$ cat config.mk
export PLATFORM = sky130hd
export DESIGN_NAME = count_window_sequencer
export DESIGN_NICKNAME = d
export VERILOG_FILES = /design/src/rtl/count_window_sequencer.sv
export SDC_FILE = /design/constraint.sdc
export NUM_CORES = 1
export LEC_CHECK = 0
export ABC_AREA = 1
export CAP_MARGIN = 0
export CORE_ASPECT_RATIO = 1.2
export CORE_MARGIN = 4
export CORE_UTILIZATION = 50
export DETAILED_ROUTE_END_ITERATION = 10
export PLACE_DENSITY = 0.79
export SETUP_SLACK_MARGIN = 0.02
export SYNTH_ARGS = -nofsm -noshare
export SYNTH_HDL_FRONTEND = slang
export SYNTH_SLANG_ARGS = --single-unit
$ cat constraint.sdc
create_clock -name clk -period 3.2 [get_ports clk]
set_input_delay 0.8 -clock clk [delete_from_list [all_inputs] [get_ports clk]]
set_output_delay 0.8 -clock clk [all_outputs]
set_load 0.05 [all_outputs]
$ cat src/rtl/count_window_sequencer.sv
// Gated pulse-counting sequencer: runs N holdoff+gate windows, reports each
// window count over a valid/ready port and fires a trigger pulse when a
// window count reaches the configured threshold.
//
// state     | meaning
// ----------+-----------------------------------------------------------
// S_IDLE    | waiting for start; window_idx/overflow held for readout
// S_HOLDOFF | dead cycles before a gate, edges ignored
// S_GATE    | counting edge_in strobes for the configured window length
// S_REPORT  | result presented, waiting for the downstream handshake
module count_window_sequencer #(
  parameter int COUNT_WIDTH = 32,
  parameter int TIME_WIDTH  = 32,
  parameter int TRIG_WIDTH  = 16,
  parameter int IDX_WIDTH   = 16
) (
  input  logic                   clk,
  input  logic                   rst,
  input  logic                   start,
  input  logic                   abort,
  input  logic                   edge_in,
  input  logic [TIME_WIDTH-1:0]  window_len,
  input  logic [TIME_WIDTH-1:0]  holdoff_len,
  input  logic [COUNT_WIDTH-1:0] n_threshold,
  input  logic [IDX_WIDTH-1:0]   n_windows,
  input  logic [TRIG_WIDTH-1:0]  trig_len,
  output logic [COUNT_WIDTH-1:0] result_tdata,
  output logic                   result_tvalid,
  input  logic                   result_tready,
  output logic                   trig_out,
  output logic                   busy,
  output logic [IDX_WIDTH-1:0]   window_idx,
  output logic                   overflow
);

  typedef enum logic [1:0] {S_IDLE, S_HOLDOFF, S_GATE, S_REPORT} state_t;

  localparam logic [COUNT_WIDTH-1:0] CNT_MAX = '1;

  state_t state, state_nxt;

  logic [TIME_WIDTH-1:0]  cfg_window, cfg_holdoff;
  logic [COUNT_WIDTH-1:0] cfg_thr;
  logic [IDX_WIDTH-1:0]   cfg_nwin;
  logic [TRIG_WIDTH-1:0]  cfg_trig;

  logic [TIME_WIDTH-1:0]  timer;
  logic [COUNT_WIDTH-1:0] count;
  logic [TRIG_WIDTH-1:0]  trig_cnt;

  logic                   timer_last, cnt_sat, more, fire;
  logic [COUNT_WIDTH-1:0] count_inc;
  logic [TIME_WIDTH-1:0]  next_seg_timer;

  // A zero-length gate still samples one edge.
  function automatic logic [TIME_WIDTH-1:0] win_eff(input logic [TIME_WIDTH-1:0] len);
    return (len == '0) ? TIME_WIDTH'(1) : len;
  endfunction

  assign timer_last     = (timer == TIME_WIDTH'(1));
  assign cnt_sat        = (count == CNT_MAX);
  assign count_inc      = (edge_in && !cnt_sat) ? count + COUNT_WIDTH'(1) : count;
  assign more           = (cfg_nwin == '0) || (window_idx < (cfg_nwin - IDX_WIDTH'(1)));
  assign next_seg_timer = (cfg_holdoff != '0) ? cfg_holdoff : win_eff(cfg_window);
  assign fire           = (state == S_GATE) && timer_last && !abort && (cfg_thr != '0)
                          && (count_inc >= cfg_thr) && (cfg_trig != '0);
  assign busy           = (state != S_IDLE);
  assign trig_out       = (trig_cnt != '0);

  // State register.
  always_ff @(posedge clk or negedge rst) begin
    if (!rst) state <= S_IDLE;
    else      state <= state_nxt;
  end

  // Next-state decode; abort overrides every transition.
  always_comb begin
    state_nxt = state;
    case (state)
      S_IDLE:    if (start) state_nxt = (holdoff_len != '0) ? S_HOLDOFF : S_GATE;
      S_HOLDOFF: if (timer_last) state_nxt = S_GATE;
      S_GATE:    if (timer_last) state_nxt = S_REPORT;
      S_REPORT:  if (result_tready)
                   state_nxt = more ? ((cfg_holdoff != '0) ? S_HOLDOFF : S_GATE) : S_IDLE;
      default:   state_nxt = S_IDLE;
    endcase
    if (abort) state_nxt = S_IDLE;
  end

  // Configuration latch, phase timer, window counter and result register.
  always_ff @(posedge clk or negedge rst) begin
    if (!rst) begin
      cfg_window    <= '0;
      cfg_holdoff   <= '0;
      cfg_thr       <= '0;
      cfg_nwin      <= '0;
      cfg_trig      <= '0;
      timer         <= '0;
      count         <= '0;
      result_tdata  <= '0;
      result_tvalid <= 1'b0;
      window_idx    <= '0;
      overflow      <= 1'b0;
    end else if (abort) begin
      count         <= '0;
      timer         <= '0;
      result_tvalid <= 1'b0;
    end else begin
      case (state)
        S_IDLE: begin
          if (start) begin
            cfg_window  <= window_len;
            cfg_holdoff <= holdoff_len;
            cfg_thr     <= n_threshold;
            cfg_nwin    <= n_windows;
            cfg_trig    <= trig_len;
            window_idx  <= '0;
            overflow    <= 1'b0;
            count       <= '0;
            timer       <= (holdoff_len != '0) ? holdoff_len : win_eff(window_len);
          end
        end
        S_HOLDOFF: timer <= timer_last ? win_eff(cfg_window) : timer - TIME_WIDTH'(1);
        S_GATE: begin
          if (edge_in && cnt_sat) overflow <= 1'b1;
          if (timer_last) begin
            result_tdata  <= count_inc;
            result_tvalid <= 1'b1;
            count         <= '0;
          end else begin
            count <= count_inc;
            timer <= timer - TIME_WIDTH'(1);
          end
        end
        S_REPORT: begin
          if (result_tready) begin
            result_tvalid <= 1'b0;
            if (more) begin
              window_idx <= window_idx + IDX_WIDTH'(1);
              timer      <= next_seg_timer;
            end
          end
        end
        default: ;
      endcase
    end
  end

  // Trigger pulse timer; free of the FSM so a pulse outlives its window,
  // and a new fire reloads it so back-to-back pulses merge.
  always_ff @(posedge clk or negedge rst) begin
    if (!rst)                trig_cnt <= '0;
    else if (abort)          trig_cnt <= '0;
    else if (fire)           trig_cnt <= cfg_trig;
    else if (trig_cnt != '0) trig_cnt <= trig_cnt - TRIG_WIDTH'(1);
  end

endmodule

==> out/results.ini <==
[global_routing]
grtUsageMet1 = 0.388
grt_antenna_before_repair = 1
top_usage_layer = met2
grt_use_met3 = 0.0310
use_met2 = 0.553
track_usage = 0.312
grt_overflow = 0
grt_pass1_vias = 16952
grt_pass1_wl_um = 89800
grt_max_degree = 83

[pwr]
total_power_mw = 17.1
p_per_area_nw_per_um2 = 761
vdd.ir_drop.worst_uv = 473
power_leakage_nw = 10.6

[die]
chipWidth_um = 174
start_util = 0.508
ios = 186
core_region_area_um2 = 32400
die_y_um = 207
fp-row-count = 72
die_area_um2 = 35900

[logic_synthesis]
avgSynthCellArea_um2 = 7.29
ys_ff_latch = 260
yosysTopAreaCellShare = 0.395
synth.distinct_cells = 48
yosysMostFrequentCell = nand2_1
yosysWarnings = 0
ys_seq_area_frac = 0.395
yosysTopAreaCell = dfrtp_1
synth_area_leaders = dfrtp_1 39%, nand2_1 13%, nor2_1 6.6%
async_flop_share = 1.00
synthCells = 2260
synth_edf_count = 0
synth_ff_type = dfrtp_1
synth_area_um2 = 16500
synth_nets = 2448
yosys-top-cells-count = 576 x nand2_1, 292 x nor2_1, 260 x dfrtp_1

[clocking]
clock-sinks = 260
clk_pin_slew_ns = 0.06
cts_buffer_depth = 3
ctsHtreeMaxLevel = 1
insertion_delay_ns = 0.57
tritoncts = done
cts_buffers = 28
cts_hold_buf = 0
cts-root-buf = clkbuf_16

[layout]
drive_gt1_frac = 0.204
final_util = 0.693
nFillCells = 2656
area_delta_synth_final_pct = 36.3
fin_area_um2 = 22500
nets = 2813

[drt]
vias_per_cell = 5.63
drc = 0
wirelength_um = 59500
firstDrtPassIters = 6
vias = 17209
ant_nets = 0
wl_per_cell_um = 19.5
dr.first_iter.drc_count = 1629

[timing]
period_needed_ns = 3.33
hold_ws_ns = 0.258
fin_crit_sh = 1.04
slew_viol_final = 0
relSlewSlack = 0.565
fin_ws_ns = -0.133
rsz0062_at_grt = yes
fmax_mhz = 300
setup_viol = 18
worst_slew_pin_slew_ns = 0.653
finalClockSkew_ns = 0.0276
hold_violations = 0

[run_status]
failed_checks = negative setup slack
status = finished, violations left

[critical_path]
crit_fanout = 7
arrival_ns = 3.83
end_kind = flop
critPathLaunchType = flop
path_class = flop to flop
required_ns = 3.70

[run]
maxCapViolCount = 0

[place]
post-place-ws_ns = -0.592
placement.cell_area_um2 = 20100
portBuffers = 185
dp_hpwl_um = 44700
gp_congestion = 1.01

[hold_path]
hp-class = primary input to async pin

[stage by stage]
| step | cells | TNS (ns) |
|---|---|---|
| finish | 3054 | -1.84 |
| global route | 3053 | -12.54 |
| CTS | 3027 | -0.809 |
| detailed placement | 2973 | -12.51 |
| global placement | 2973 | -7.98 |
| floorplan | 2260 | 0 |
[cells in the final DEF (no fill, tap or decap), drive strengths merged, types with 3 or more instances in the layout]
cell	instances
nand2	585
nor2	304
dfrtp	260
inv	246
buf	221
clkdlybuf4s50	182
nand3	166
o21ai	161
a21oi	118
xor2	56
ha	54
nand4	48
clkbuf	43
nor3	38
mux2	33
o22ai	21
xnor2	18
o211ai	16
nor4	16
nand3b	14
a22oi	8
bufinv	7
or2	6
clkinv	6
o21bai	3
and2	3
[report_power, final]
group / switching (mW) / internal (mW)
sequential: 1.05 / 4.37
combinational: 4.98 / 2.99
clock: 1.39 / 2.33
[sequential cells by signal (all words and copies together), names as in the netlist]
signal	flops
cfg_holdoff	32
cfg_nwin	16
cfg_thr	32
cfg_trig	16
cfg_window	32
count	32
overflow	1
result_tdata	32
result_tvalid	1
state	2
timer	32
trig_cnt	16
window_idx	16
[final cells by class]
| type | count | area (um2) | share of cell area |
|---|---|---|---|
| multi-input cells | 1679 | 9520 | 0.424 |
| flip-flops and latches | 260 | 6510 | 0.290 |
| repair buffers | 409 | 3890 | 0.173 |
| inverters | 244 | 943 | 0.0420 |
| clock buffers | 37 | 805 | 0.0358 |
| well taps | 407 | 509 | 0.0227 |
| clock inverters | 13 | 258 | 0.0115 |
| repair inverters | 3 | 26.3 | 0.00117 |
| diodes | 2 | 5.00 | 0.000223 |
[cells by family (layout without fill, tap and decap cells)]
logic type,count (synthesis),after routing,share of synthesized area
other,0,2,0
xor gates and xnor gates,74,74,0.0393
AOI/OAI and AO/OA,335,335,0.115
muxes,33,33,0.0225
buffers and inverters,322,706,0.0783
and+or+nand+nor,1182,1183,0.309
adders and majority gates,54,54,0.0410
DFF,260,260,0.395
[what timing repair did]
action                                  4_1_cts  5_1_grt
endpoints found under the setup margin       65       67
endpoints found under the hold margin         0        0
gates cloned                                  1       10
gates resized for setup                      54      203
buffers inserted                              3       15
pin swaps                                    11       68
[final timing paths]
| path | from | end | slack [ns] | cells after the start |
|---|---|---|---|---|
| max reg2reg | count[23] | trig_cnt[13] | -0.13 | 23 |
| min reg2reg | result_tdata[16] | result_tdata[16] | 0.48 | 2 |
| min | rst | cfg_thr[20] | 0.26 | 1 |
| min in group clk | result_tdata[16] | result_tdata[16] | 0.48 | 2 |
| max | count[23] | trig_cnt[13] | -0.13 | 23 |
| max in group asynchronous | rst | cfg_holdoff[4] | 2.19 | 2 |
[layer usage]
layer	wire [um]	vias to the layer above
li1	-	8116
met1	23200	8123
met2	29100	767
met5	0	-
met3	3840	203
met4	3340	0
[worst max-delay path, cell delays in order (launching register included)]
cell     delay (ns)
dfrtp_1        0.37
inv_2          0.06
nor4_4         0.28
buf_4          0.18
nand2_4        0.06
nor2_4         0.11
nand2_2        0.07
nand2_4        0.15
inv_8          0.06
buf_4          0.16
o21ai_2        0.17
inv_1          0.10
ha_4           0.27
nand2_2        0.06
nor4_4         0.26
nand2_1        0.10
nand2_2        0.12
nand2_2        0.08
nand2_4        0.10
nand2_4        0.06
buf_6          0.13
inv_2          0.10
nand2_1        0.09
a21oi_2        0.11
(Power assumes the default switching activity.)
